==> src/rtl/mem_port_arbiter_pkg.sv <==
// Shared types for the fetch/data memory port arbiter: FSM states, grant IDs, bus widths.
package mem_port_arbiter_pkg;

  localparam int ADDR_W = 32;
  localparam int DATA_W = 32;
  localparam int WEA_W  = 4;

  typedef enum logic [2:0] {
    IDLE   = 3'd0,
    I_BUSY = 3'd1,
    D_BUSY = 3'd2,
    I_DONE = 3'd3,
    D_DONE = 3'd4
  } arb_state_t;

  typedef enum logic {
    GRANT_I = 1'b0,
    GRANT_D = 1'b1
  } grant_t;

  function automatic grant_t other_grant(input grant_t g);
    return (g == GRANT_I) ? GRANT_D : GRANT_I;
  endfunction

endpackage

==> src/rtl/mem_port_arbiter_if.sv <==
// Request/ready memory handshake bundle; the requester side is the master modport.
interface mem_port_arbiter_if;
  import mem_port_arbiter_pkg::*;

  logic              req;
  logic              we;
  logic [WEA_W-1:0]  wea;
  logic [ADDR_W-1:0] addr;
  logic [DATA_W-1:0] wdata;
  logic [DATA_W-1:0] rdata;
  logic              ready;

  modport master (output req, we, wea, addr, wdata, input rdata, ready);
  modport slave  (input req, we, wea, addr, wdata, output rdata, ready);
endinterface

==> src/rtl/mem_port_arbiter_watchdog.sv <==
// mem_arb_watchdog: counts unanswered BUSY cycles and flags the last permitted one.
module mem_arb_watchdog #(
  parameter int TIMEOUT = 16,
  parameter int CNT_W   = 8
) (
  input  logic clk,
  input  logic reset,
  input  logic clear,
  input  logic enable,
  input  logic m_ready,
  output logic expire
);
  logic [CNT_W-1:0] count;

  always_ff @(posedge clk or posedge reset) begin
    if (reset) begin
      count <= '0;
    end else if (clear) begin
      count <= '0;
    end else if (enable && !m_ready) begin
      count <= count + CNT_W'(1);
    end
  end

  // A same-cycle m_ready always beats the abort.
  assign expire = enable && !m_ready && (count == CNT_W'(TIMEOUT - 1));
endmodule

==> src/rtl/mem_port_arbiter.sv <==
// mem_port_arbiter: serialises CPU fetch and data accesses onto one memory handshake.
// Optional macro MEM_PORT_ARB_RR_EN: round-robin tie-break instead of fixed data priority.
module mem_port_arbiter
  import mem_port_arbiter_pkg::*;
#(
  parameter int TIMEOUT = 16,
  parameter int CNT_W   = 8
) (
  input  logic               clk,
  input  logic               reset,
  mem_port_arbiter_if.slave  i_bus,
  mem_port_arbiter_if.slave  d_bus,
  mem_port_arbiter_if.master m_bus,
  output logic               stall,
  output logic               err
);
  arb_state_t state, state_nx;
  grant_t     last_grant, win;
  logic       any_req, grant_go, busy, expire;
  logic       m_req, i_ready, d_ready;
  logic       err_flag;

  logic [ADDR_W-1:0] req_addr_p1;
  logic              req_we_p1;
  logic [WEA_W-1:0]  req_wea_p1;
  logic [DATA_W-1:0] req_wdata_p1;
  logic [DATA_W-1:0] rdata_p2;

  // The fetch port never writes; its write fields are intentionally ignored.
  logic unused_i_fields;
  assign unused_i_fields = ^{i_bus.we, i_bus.wea, i_bus.wdata};

  assign any_req  = i_bus.req || d_bus.req;
  assign grant_go = (state == IDLE) && any_req;
  assign busy     = (state == I_BUSY) || (state == D_BUSY);

  always_comb begin
    win = GRANT_D;
    if (i_bus.req && !d_bus.req) win = GRANT_I;
`ifdef MEM_PORT_ARB_RR_EN
    else if (i_bus.req && d_bus.req) win = other_grant(last_grant);
`endif
  end

`ifndef MEM_PORT_ARB_RR_EN
  logic unused_last_grant;
  assign unused_last_grant = last_grant;
`endif

  always_ff @(posedge clk or posedge reset) begin
    if (reset) state <= IDLE;
    else       state <= state_nx;
  end

  always_comb begin
    state_nx = state;
    m_req    = 1'b0;
    i_ready  = 1'b0;
    d_ready  = 1'b0;
    unique case (state)
      IDLE: begin
        if (any_req) state_nx = (win == GRANT_D) ? D_BUSY : I_BUSY;
      end
      I_BUSY: begin
        m_req = 1'b1;
        if (m_bus.ready || expire) state_nx = I_DONE;
      end
      D_BUSY: begin
        m_req = 1'b1;
        if (m_bus.ready || expire) state_nx = D_DONE;
      end
      I_DONE: begin
        i_ready  = 1'b1;
        state_nx = IDLE;
      end
      D_DONE: begin
        d_ready  = 1'b1;
        state_nx = IDLE;
      end
      default: state_nx = IDLE;
    endcase
  end

  mem_arb_watchdog #(.TIMEOUT(TIMEOUT), .CNT_W(CNT_W)) u_watchdog (
    .clk     (clk),
    .reset   (reset),
    .clear   (grant_go),
    .enable  (busy),
    .m_ready (m_bus.ready),
    .expire  (expire)
  );

  // Stage p1: winner's request latched on the IDLE->BUSY transition
  always_ff @(posedge clk or posedge reset) begin
    if (reset) begin
      req_addr_p1  <= '0;
      req_we_p1    <= 1'b0;
      req_wea_p1   <= '0;
      req_wdata_p1 <= '0;
      last_grant   <= GRANT_I;
    end else if (grant_go) begin
      last_grant <= win;
      if (win == GRANT_D) begin
        req_addr_p1  <= d_bus.addr;
        req_we_p1    <= d_bus.we;
        req_wea_p1   <= d_bus.wea;
        req_wdata_p1 <= d_bus.wdata;
      end else begin
        req_addr_p1  <= i_bus.addr;
        req_we_p1    <= 1'b0;
        req_wea_p1   <= '0;
        req_wdata_p1 <= '0;
      end
    end
  end

  // Stage p2: returned word (zero on abort) and sticky timeout flag
  always_ff @(posedge clk or posedge reset) begin
    if (reset) begin
      rdata_p2 <= '0;
      err_flag <= 1'b0;
    end else if (busy && m_bus.ready) begin
      rdata_p2 <= m_bus.rdata;
    end else if (expire) begin
      rdata_p2 <= '0;
      err_flag <= 1'b1;
    end
  end

  assign m_bus.req   = m_req;
  assign m_bus.we    = req_we_p1;
  assign m_bus.wea   = req_wea_p1;
  assign m_bus.addr  = req_addr_p1;
  assign m_bus.wdata = req_wdata_p1;

  assign i_bus.ready = i_ready;
  assign i_bus.rdata = rdata_p2;
  assign d_bus.ready = d_ready;
  assign d_bus.rdata = rdata_p2;

  assign stall = (i_bus.req && !i_ready) || (d_bus.req && !d_ready);
  assign err   = err_flag;
endmodule

==> src/flat_wrapper.sv <==
// flat-port wrapper written by rule: the top's interface ports become plain ports
module mem_port_arbiter_flat import mem_port_arbiter_pkg::*;
#(
  parameter int TIMEOUT = 16,
  parameter int CNT_W   = 8
)
  (clk, reset, stall, err, i_bus_req, i_bus_we, i_bus_wea, i_bus_addr, i_bus_wdata, i_bus_rdata, i_bus_ready, d_bus_req, d_bus_we, d_bus_wea, d_bus_addr, d_bus_wdata, d_bus_rdata, d_bus_ready, m_bus_req, m_bus_we, m_bus_wea, m_bus_addr, m_bus_wdata, m_bus_rdata, m_bus_ready);
  mem_port_arbiter_if i_bus_i ();
  mem_port_arbiter_if d_bus_i ();
  mem_port_arbiter_if m_bus_i ();
  input  logic clk;
  input  logic reset;
  output logic stall;
  output logic err;
  input wire logic [$bits(i_bus_i.req)-1:0] i_bus_req;
  input wire logic [$bits(i_bus_i.we)-1:0] i_bus_we;
  input wire logic [$bits(i_bus_i.wea)-1:0] i_bus_wea;
  input wire logic [$bits(i_bus_i.addr)-1:0] i_bus_addr;
  input wire logic [$bits(i_bus_i.wdata)-1:0] i_bus_wdata;
  output wire logic [$bits(i_bus_i.rdata)-1:0] i_bus_rdata;
  output wire logic [$bits(i_bus_i.ready)-1:0] i_bus_ready;
  input wire logic [$bits(d_bus_i.req)-1:0] d_bus_req;
  input wire logic [$bits(d_bus_i.we)-1:0] d_bus_we;
  input wire logic [$bits(d_bus_i.wea)-1:0] d_bus_wea;
  input wire logic [$bits(d_bus_i.addr)-1:0] d_bus_addr;
  input wire logic [$bits(d_bus_i.wdata)-1:0] d_bus_wdata;
  output wire logic [$bits(d_bus_i.rdata)-1:0] d_bus_rdata;
  output wire logic [$bits(d_bus_i.ready)-1:0] d_bus_ready;
  output wire logic [$bits(m_bus_i.req)-1:0] m_bus_req;
  output wire logic [$bits(m_bus_i.we)-1:0] m_bus_we;
  output wire logic [$bits(m_bus_i.wea)-1:0] m_bus_wea;
  output wire logic [$bits(m_bus_i.addr)-1:0] m_bus_addr;
  output wire logic [$bits(m_bus_i.wdata)-1:0] m_bus_wdata;
  input wire logic [$bits(m_bus_i.rdata)-1:0] m_bus_rdata;
  input wire logic [$bits(m_bus_i.ready)-1:0] m_bus_ready;
  assign i_bus_i.req = i_bus_req;
  assign i_bus_i.we = i_bus_we;
  assign i_bus_i.wea = i_bus_wea;
  assign i_bus_i.addr = i_bus_addr;
  assign i_bus_i.wdata = i_bus_wdata;
  assign i_bus_rdata = i_bus_i.rdata;
  assign i_bus_ready = i_bus_i.ready;
  assign d_bus_i.req = d_bus_req;
  assign d_bus_i.we = d_bus_we;
  assign d_bus_i.wea = d_bus_wea;
  assign d_bus_i.addr = d_bus_addr;
  assign d_bus_i.wdata = d_bus_wdata;
  assign d_bus_rdata = d_bus_i.rdata;
  assign d_bus_ready = d_bus_i.ready;
  assign m_bus_req = m_bus_i.req;
  assign m_bus_we = m_bus_i.we;
  assign m_bus_wea = m_bus_i.wea;
  assign m_bus_addr = m_bus_i.addr;
  assign m_bus_wdata = m_bus_i.wdata;
  assign m_bus_i.rdata = m_bus_rdata;
  assign m_bus_i.ready = m_bus_ready;
  mem_port_arbiter #(.TIMEOUT(TIMEOUT), .CNT_W(CNT_W)) u_core (.clk(clk), .reset(reset), .i_bus(i_bus_i), .d_bus(d_bus_i), .m_bus(m_bus_i), .stall(stall), .err(err));
endmodule
==> config.mk <==
export PLATFORM = sky130hd
export DESIGN_NAME = mem_port_arbiter_flat
export DESIGN_NICKNAME = d
export VERILOG_FILES = /design/src/rtl/mem_port_arbiter_pkg.sv /design/src/rtl/mem_port_arbiter_if.sv /design/src/rtl/mem_port_arbiter_watchdog.sv /design/src/rtl/mem_port_arbiter.sv /design/src/flat_wrapper.sv
export SDC_FILE = /design/constraint.sdc
export NUM_CORES = 1
export LEC_CHECK = 0
export BUFFER_PORTS_ARGS = -buffer_cell sky130_fd_sc_hd__buf_2
export CAP_MARGIN = 20
export CORE_MARGIN = 4
export CORE_UTILIZATION = 39
export CTS_BUF_LIST = sky130_fd_sc_hd__clkbuf_16
export CTS_CLUSTER_DIAMETER = 100
export DETAILED_ROUTE_END_ITERATION = 10
export GPL_ROUTABILITY_DRIVEN = 0
export PLACE_DENSITY = 0.77
export SYNTH_ARGS = -nofsm -noshare
export SYNTH_HDL_FRONTEND = slang
export SYNTH_SLANG_ARGS = --single-unit
==> constraint.sdc <==
create_clock -name clk -period 3.15 [get_ports clk]
set_input_delay 0.1575 -clock clk [delete_from_list [all_inputs] [get_ports clk]]
set_output_delay 0.1575 -clock clk [all_outputs]
set_load 0.01 [all_outputs]
==> results by group, run 1 <==
Clock network
  – Clock Tree Root: clkbuf_16
  – Number of setup buffers added after CTS: 0
  – Clock Path Buffers: 2
  – Insertion delay to the later sink of the worst-skew pair: 0.39 ns
  – H-tree lvl count: 4
  – Number of buffers added by the clock tree synthesis step: 17
  – Number of clock sinks seen by CTS: 113
  – Clock slew seen by the registers of the worst setup and hold paths: 0.06 ns
  – CTS tree: built

Global routing
  – Vias in the first global route: 4253
  – Grt ovf: 0
  – First-pass GRT wire length: 21.68 mm
  – All-Layer GR Usage: 18.46%
  – Largest net degree at the start of global routing: 66
  – Antenna violations before repair: 1

Logic synthesis
  – Cell area after synthesis: 5030 um^2
  – Count of distinct cell types in the synthesized netlist: 36
  – Post-synth EDFFs: 0
  – Cell count after synthesis: 460
  – Most instantiated flip-flop cell in the synthesis netlist: dfrtp_1
  – Ys Warns: 0
  – Synthesized net count: 636
  – Async S/R FF share, synth: 100.0%
  – Largest cells by area after synthesis: dfrtp_1 56%, nand2_1 7.3%, buf_4 6.6%, a22o_1 6.4%, mux2i_1 6.4%
  – Cell with the most instances after synthesis: dfrtp_1
  – Synth cell count leaders: 113 x dfrtp_1, 98 x nand2_1, 44 x buf_4
  – Sequential fraction of the synthesis area: 56.22%
  – Post-synth top area share: 56.22%
  – Biggest area consumer among synthesized cells: dfrtp_1
  – Seq cells post-synth: 113
  – Synth Area per Inst: 10.93 um^2

Setup path
  – Crit path max-delay family: simple AND/OR/NAND/NOR gates
  – Launching element type of the critical path: flop
  – Sum of buffers and inverters on the critical path: 1
  – Critical-path cell list: nor2_1 > nand2_1 > nor2_4 > buf_4 > o21ai_2
  – Worst-path maximum fanout: 19
  – Maximum single-stage delay on the critical path: 0.48 ns
  – Critical path data required time: 3.42 ns
  – Worst-path cell with the longest stage delay: dfrtp_1
  – Crit path DAT: 2.33 ns
  – Critical path type: reg -> reg
  – Crit path depth: 5
  – Nature of the critical path endpoint: flop
  – Worst r2r path cells: 5

STA
  – Max Clk Rate: 0.4855 GHz
  – Final max-slew violation count: 0
  – Final Hold Viols: 0
  – Setup total negative slack: 0 ns
  – Final critical-path share of the clock period: 65.39%
  – Min Clock Period, post-route: 2.060 ns
  – Relative slew slack: 45.59%
  – Worst Tran Pin Value: 0.8143 ns
  – Setup repair after global routing missed its margin: no
  – Fin Clk Skew: 0.006680 ns
  – # setup viols final: 0
  – Worst hold margin: 0.03953 ns

Flow run
  – Number of maximum-capacitance violations: 0

Worst hold path
  – Instance count along the most critical hold path: 3
  – Kind of path behind the tightest hold check: in -> reg

Outcome
  – Result of the run: completed

Floorplan
  – Std-Cell Core Area: 12620 um^2
  – Number of placement rows: 41
  – Die Ht: 121.6 um
  – Die area: 14780 um^2
  – Effective utilization at floorplan: 39.86%
  – Top-Level Pins: 313
  – Overall die width: 121.6 um

Route
  – Met3 WL post-DR: 1.185 mm
  – Met2 wire len: 6.868 mm
  – Routed length per instance: 14.43 um
  – Total detailed-routing wirelength: 13.78 mm
  – Antenna-violating nets left: 0
  – Initial DRC count: 198
  – Number of iterations in the first detailed-routing pass: 4
  – Wl on met1: 5.513 mm
  – Highest layer used for signal routing: met5
  – Vias/cell: 4.691
  – Via count: 4480
  – DR DRC count: 0

Cells and area
  – Antenna diodes: 0
  – Non-Filler Cell Area, Final: 7562 um^2
  – Net count reported at finish: 946
  – Area Growth Syn to Fin: 50.35%
  – Layout cell share with drive strength beyond 1: 43.55%

Power
  – Max IR drop VDD: 0.0004133 V
  – Power density over the cells: 945.7 nW/um^2
  – Static leakage power: 0.003912 uW

Placement
  – Standard cell area after detailed placement: 6280 um^2
  – Port buffer count: 275
  – Total half-perimeter wirelength after legalization and detailed placement: 9.169 mm
-- sequential cells by signal, indices dropped and copies added, names as in the netlist --
name	cells
u_core.m_bus.wdata	32
u_core.m_bus.wea	4
u_core.u_watchdog.count	8
u_core.m_bus.addr	32
u_core.err	1
u_core.state	3
u_core.d_bus.rdata	32
u_core.m_bus.we	1
-- cell type report --
| class | count | area [um^2] |
|---|---|---|
| clock buffers | 17 | 425.4 |
| clock inverters | 15 | 136.4 |
| fillers | 1052 | 5057 |
| inverters | 3 | 13.76 |
| multi-input cells | 282 | 1769 |
| flip-flops and latches | 113 | 2828 |
| well taps | 172 | 215.2 |
| repair buffers | 353 | 2175 |
-- power by group --
part	total, uW	internal [uW]	switching [uW]	leakage (uW)
clock	1790	1090	698	0.000256
combinational	2890	1270	1630	0.00223
sequential	2470	2080	387	0.00143
-- cell usage in the layout, fill, tap and decap left out, types with 17 or more instances in the layout --
| cell | n |
|---|---|
| dlygate4sd3_1 | 70 |
| a22o_1 | 37 |
| o21ai_0 | 24 |
| buf_2 | 275 |
| dfrtp_1 | 113 |
| nand2_1 | 98 |
| clkbuf_16 | 17 |
| o21ai_2 | 20 |
| mux2i_1 | 32 |
| o21ai_1 | 23 |
-- cell families after synthesis --
group / after synthesis / share of synthesized area (%)
compound gates: 110 / 15.47
flops: 113 / 56.22
fa+ha+maj: 1 / 0.2487
mux: 32 / 6.368
xor+xnor: 5 / 0.8706
simple gates: 134 / 11.97
buf+inv: 65 / 8.856
-- routing by layer --
| layer | global-route usage (%) | vias to the layer above |
|---|---|---|
| li1 | - | 2184 |
| met1 | 23.01 | 2084 |
| met2 | 30.60 | 194 |
| met3 | 5.571 | 16 |
| met4 | 6.443 | 2 |
| met5 | 0 | - |
-- per-stage QoR --
step,total power [uW],cells,utilization [%],setup slack (ns)
finish,7152,955,59.92,1.090
floorplan,4423,460,-,0.005143
CTS,7187,954,59.77,1.086
global placement,5234,852,49.76,1.110
global route,7658,955,59.92,0.9272
detailed placement,5304,852,49.76,1.102
-- worst paths after layout --
| check | endpoint | from | slack [ns] |
|---|---|---|---|
| setup / recovery | u_core.d_bus.rdata[11] | u_core.state[2] | 1.09 |
| hold / removal | u_core.m_bus.addr[31] | d_bus_addr[31] | 0.04 |
| setup reg to reg | u_core.d_bus.rdata[11] | u_core.state[2] | 1.09 |
| hold reg to reg | u_core.err | u_core.err | 0.47 |
| max in group asynchronous | u_core.d_bus.rdata[1] | reset | 1.91 |
| min in group asynchronous | u_core.m_bus.addr[25] | reset | 0.50 |
-- worst min-delay path: cells and delay by family --
family	cells	cell delay (ns)
compound gates	1	0.11
buf+inv	1	0.07
mux	1	0.06
-- what timing repair did --
action	CTS	global route
hold buffers	70	0
hold endpoints to repair	133	0
gates resized for setup	0	0
No activity file was read; power rests on OpenSTA's default activity.
==> inputs of run 2 (changes only) <==
--- a/config.mk
+++ b/config.mk
@@ -7,13 +7,13 @@
 export LEC_CHECK = 0
 export BUFFER_PORTS_ARGS = -buffer_cell sky130_fd_sc_hd__buf_2
 export CAP_MARGIN = 20
-export CORE_MARGIN = 4
-export CORE_UTILIZATION = 39
+export CORE_AREA = 4 4 120 122
 export CTS_BUF_LIST = sky130_fd_sc_hd__clkbuf_16
 export CTS_CLUSTER_DIAMETER = 100
 export DETAILED_ROUTE_END_ITERATION = 10
+export DIE_AREA = 0 0 124 126
 export GPL_ROUTABILITY_DRIVEN = 0
-export PLACE_DENSITY = 0.77
+export PLACE_DENSITY = 0.72
 export SYNTH_ARGS = -nofsm -noshare
 export SYNTH_HDL_FRONTEND = slang
 export SYNTH_SLANG_ARGS = --single-unit
==> constraint.sdc (replaced) <==
create_clock -name clk -period 2 [get_ports clk]
set_input_delay 0.1 -clock clk [delete_from_list [all_inputs] [get_ports clk]]
set_output_delay 0.1 -clock clk [all_outputs]
set_load 0.01 [all_outputs]
==> run 2 against run 1 <==
Against the previous run: sequential power up 59%; register-to-register slack worse by 0.81 ns; sequential share of layout area down 2.6 points; cell area is 7.3% higher; flip-flop and latch count unchanged; worst hold slack got worse by 0.027 ns; global-route usage rose by 2.0 points; combinational power grew 66%; die area grew 5.7%; first-iteration DRC count grew 5.1%; critical path depth fell by 1; largest power group unchanged; highest routed layer unchanged.
==> results by group, run 2 (synthesized netlist as in run 1, its figures left out) <==
Outcome
  – Result of the run: completed (unchanged)

Power
  – Switching power: 4264 uW (was 2712 uW)
  – Power share of the sequential group: 33.9% (was 34.6%)
  – Cell internal pwr: 7319 uW (was 4439 uW)
  – Static leakage power: 0.004156 uW (was 0.003912 uW)
  – Clock power frac: 24.6% (was 25.0%)
  – Comb power frac: 41.5% (was 40.5%)
  – Pwr Total: 11580 uW (was 7152 uW)
  – Power density over the cells: 1427 nW/um^2 (was 945.7 nW/um^2)
  – Switching Share: 36.82% (was 37.92%)
  – Max IR drop VDD: 0.0007337 V (was 0.0004133 V)

Cells and area
  – Area Growth Syn to Fin: 61.37% (was 50.35%)
  – Multi-input gate area in the final layout: 1769 um^2 (unchanged)
  – Sequential cell area in the final layout: 2828 um^2 (unchanged)
  – Net count reported at finish: 997 (was 946)
  – Most common cell after layout, fill and taps aside: buf_2 (unchanged)
  – Layout cell share with drive strength beyond 1: 40.02% (was 43.55%)
  – Antenna diodes: 0 (unchanged)
  – Top library cells by usage in the layout, fill and taps aside: 275 x buf_2, 119 x dlygate4sd3_1, 113 x dfrtp_1, 98 x nand2_1, 37 x a22o_1 (was 275 x buf_2, 113 x dfrtp_1, 98 x nand2_1, 70 x dlygate4sd3_1, 37 x a22o_1)
  – Final cell count without fillers: 1008 (was 955)
  – Fillers: 1035 (was 1052)

Clock network
  – Clock slew seen by the registers of the worst setup and hold paths: 0.05 ns (was 0.06 ns)
  – Number of buffers added by the clock tree synthesis step: 17 (unchanged)
  – H-tree lvl count: 4 (unchanged)
  – Insertion delay to the later sink of the worst-skew pair: 0.40 ns (was 0.39 ns)
  – Number of clock sinks seen by CTS: 113 (unchanged)
  – Clock Tree Root: clkbuf_16 (unchanged)
  – Cells resized by post-CTS repair: 0 (unchanged)
  – Clock Path Buffers: 2 (unchanged)
  – CTS tree: built (unchanged)

Placement
  – Total half-perimeter wirelength after legalization and detailed placement: 9.648 mm (was 9.169 mm)
  – Worst slack, placed: 0.2817 ns (was 1.102 ns)
  – Placed Instances: 859 (was 852)
  – Port buffer count: 275 (unchanged)

Setup path
  – Crit path DAT: 2.00 ns (was 2.33 ns)
  – Nature of the critical path endpoint: flop (unchanged)
  – Launching element type of the critical path: flop (unchanged)
  – Critical path data required time: 2.28 ns (was 3.42 ns)
  – Critical path type: reg -> reg (unchanged)
  – Worst-path maximum fanout: 26 (was 19)

Route
  – Initial DRC count: 208 (was 198)
  – Via count: 4876 (was 4480)
  – Total detailed-routing wirelength: 15.98 mm (was 13.78 mm)
  – Vias/cell: 4.837 (was 4.691)
  – Antenna-violating nets left: 0 (unchanged)
  – Number of iterations in the first detailed-routing pass: 4 (unchanged)
  – DR DRC count: 0 (unchanged)
  – Routed length per instance: 15.85 um (was 14.43 um)

STA
  – Fin Clk Skew: 0.008459 ns (was 0.006680 ns)
  – Worst Setup Slack, final: 0.2840 ns (was 1.090 ns)
  – Setup total negative slack: 0 ns (unchanged)
  – Final Hold Viols: 0 (unchanged)
  – Relative slew slack: 55.75% (was 45.59%)
  – Final max-slew violation count: 0 (unchanged)
  – # setup viols final: 0 (unchanged)
  – Worst Tran Pin Value: 0.6612 ns (was 0.8143 ns)
  – Final critical-path share of the clock period: 85.80% (was 65.39%)
  – Max Clk Rate: 0.5828 GHz (was 0.4855 GHz)
  – Worst hold margin: 0.01222 ns (was 0.03953 ns)
  – Setup repair after global routing missed its margin: no (unchanged)
  – Min Clock Period, post-route: 1.716 ns (was 2.060 ns)

Flow run
  – Number of maximum-capacitance violations: 0 (unchanged)

Floorplan
  – Std-Cell Core Area: 13190 um^2 (was 12620 um^2)
  – Number of placement rows: 42 (was 41)
  – Top-Level Pins: 313 (unchanged)
  – Die area: 15620 um^2 (was 14780 um^2)
  – Overall die width: 124 um (was 121.6 um)
  – Die Ht: 126 um (was 121.6 um)
  – Effective utilization at floorplan: 38.13% (was 39.86%)

Global routing
  – Largest net degree at the start of global routing: 114 (was 66)
  – All-Layer GR Usage: 20.51% (was 18.46%)
  – Vias in the first global route: 5144 (was 4253)
  – Grt ovf: 0 (unchanged)
  – First-pass GRT wire length: 25.15 mm (was 21.68 mm)
  – Antenna violations before repair: 1 (unchanged)

Worst hold path
  – Kind of path behind the tightest hold check: in -> reg (unchanged)
## run 2: final cells by class
class | count | area share [%]
multi-input combinational | 282 | 21.80
tap | 176 | 2.713
sequential | 113 | 34.84
inverter | 3 | 0.1850
clock inverter | 13 | 1.588
timing repair buffer | 404 | 33.64
clock buffer | 17 | 5.241
## run 2: worst max-delay path: stages (launching register included)
cell and delay (ns):
dfrtp_1 0.45, nor3_2 0.37, o21ai_4 0.27, buf_12 0.24
a22o_1 0.25
## run 2: what timing repair did
item	4_1_cts	5_1_grt
hold buffers	119	0
setup buffers	0	0
endpoints found under the hold margin	207	0
## run 2: per-stage QoR
step	area, um^2	utilization (%)
final	8117	61.53
after global routing	8117	61.53
after CTS	8117	61.53
after detailed placement	6371	48.30
after global placement	6371	48.30
after floorplan	5034	-
## run 2: worst paths after layout
kind                       depth (start not counted)            start                      to  slack, ns
max                                                4  u_core.state[1]   u_core.m_bus.wdata[3]       0.28
min                                                3    i_bus_addr[7]    u_core.m_bus.addr[7]       0.01
max reg2reg                                        4  u_core.state[1]   u_core.m_bus.wdata[3]       0.28
min reg2reg                                        1       u_core.err              u_core.err       0.47
max in group asynchronous                          4            reset     u_core.m_bus.wea[3]       1.10
min in group asynchronous                          4            reset  u_core.d_bus.rdata[25]       0.43
## run 2: metal layers
metal	wire (um)	up-vias	track usage [%]
met2	8152	254	36.02
met1	5931	2299	22.32
met4	480	2	9.858
met5	12	-	0
met3	1397	43	6.054
li1	-	2278	-
## run 2: power by group through the flow
stage | registers [uW] | clock network (uW) | logic (uW)
2_1_floorplan | 4310 | 0 | 2660
3_3_place_gp | 3870 | 0 | 4470
3_5_place_dp | 3910 | 0 | 4600
4_1_cts | 3900 | 2930 | 4790
5_1_grt | 4050 | 3050 | 5300
6_report | 3930 | 2850 | 4800
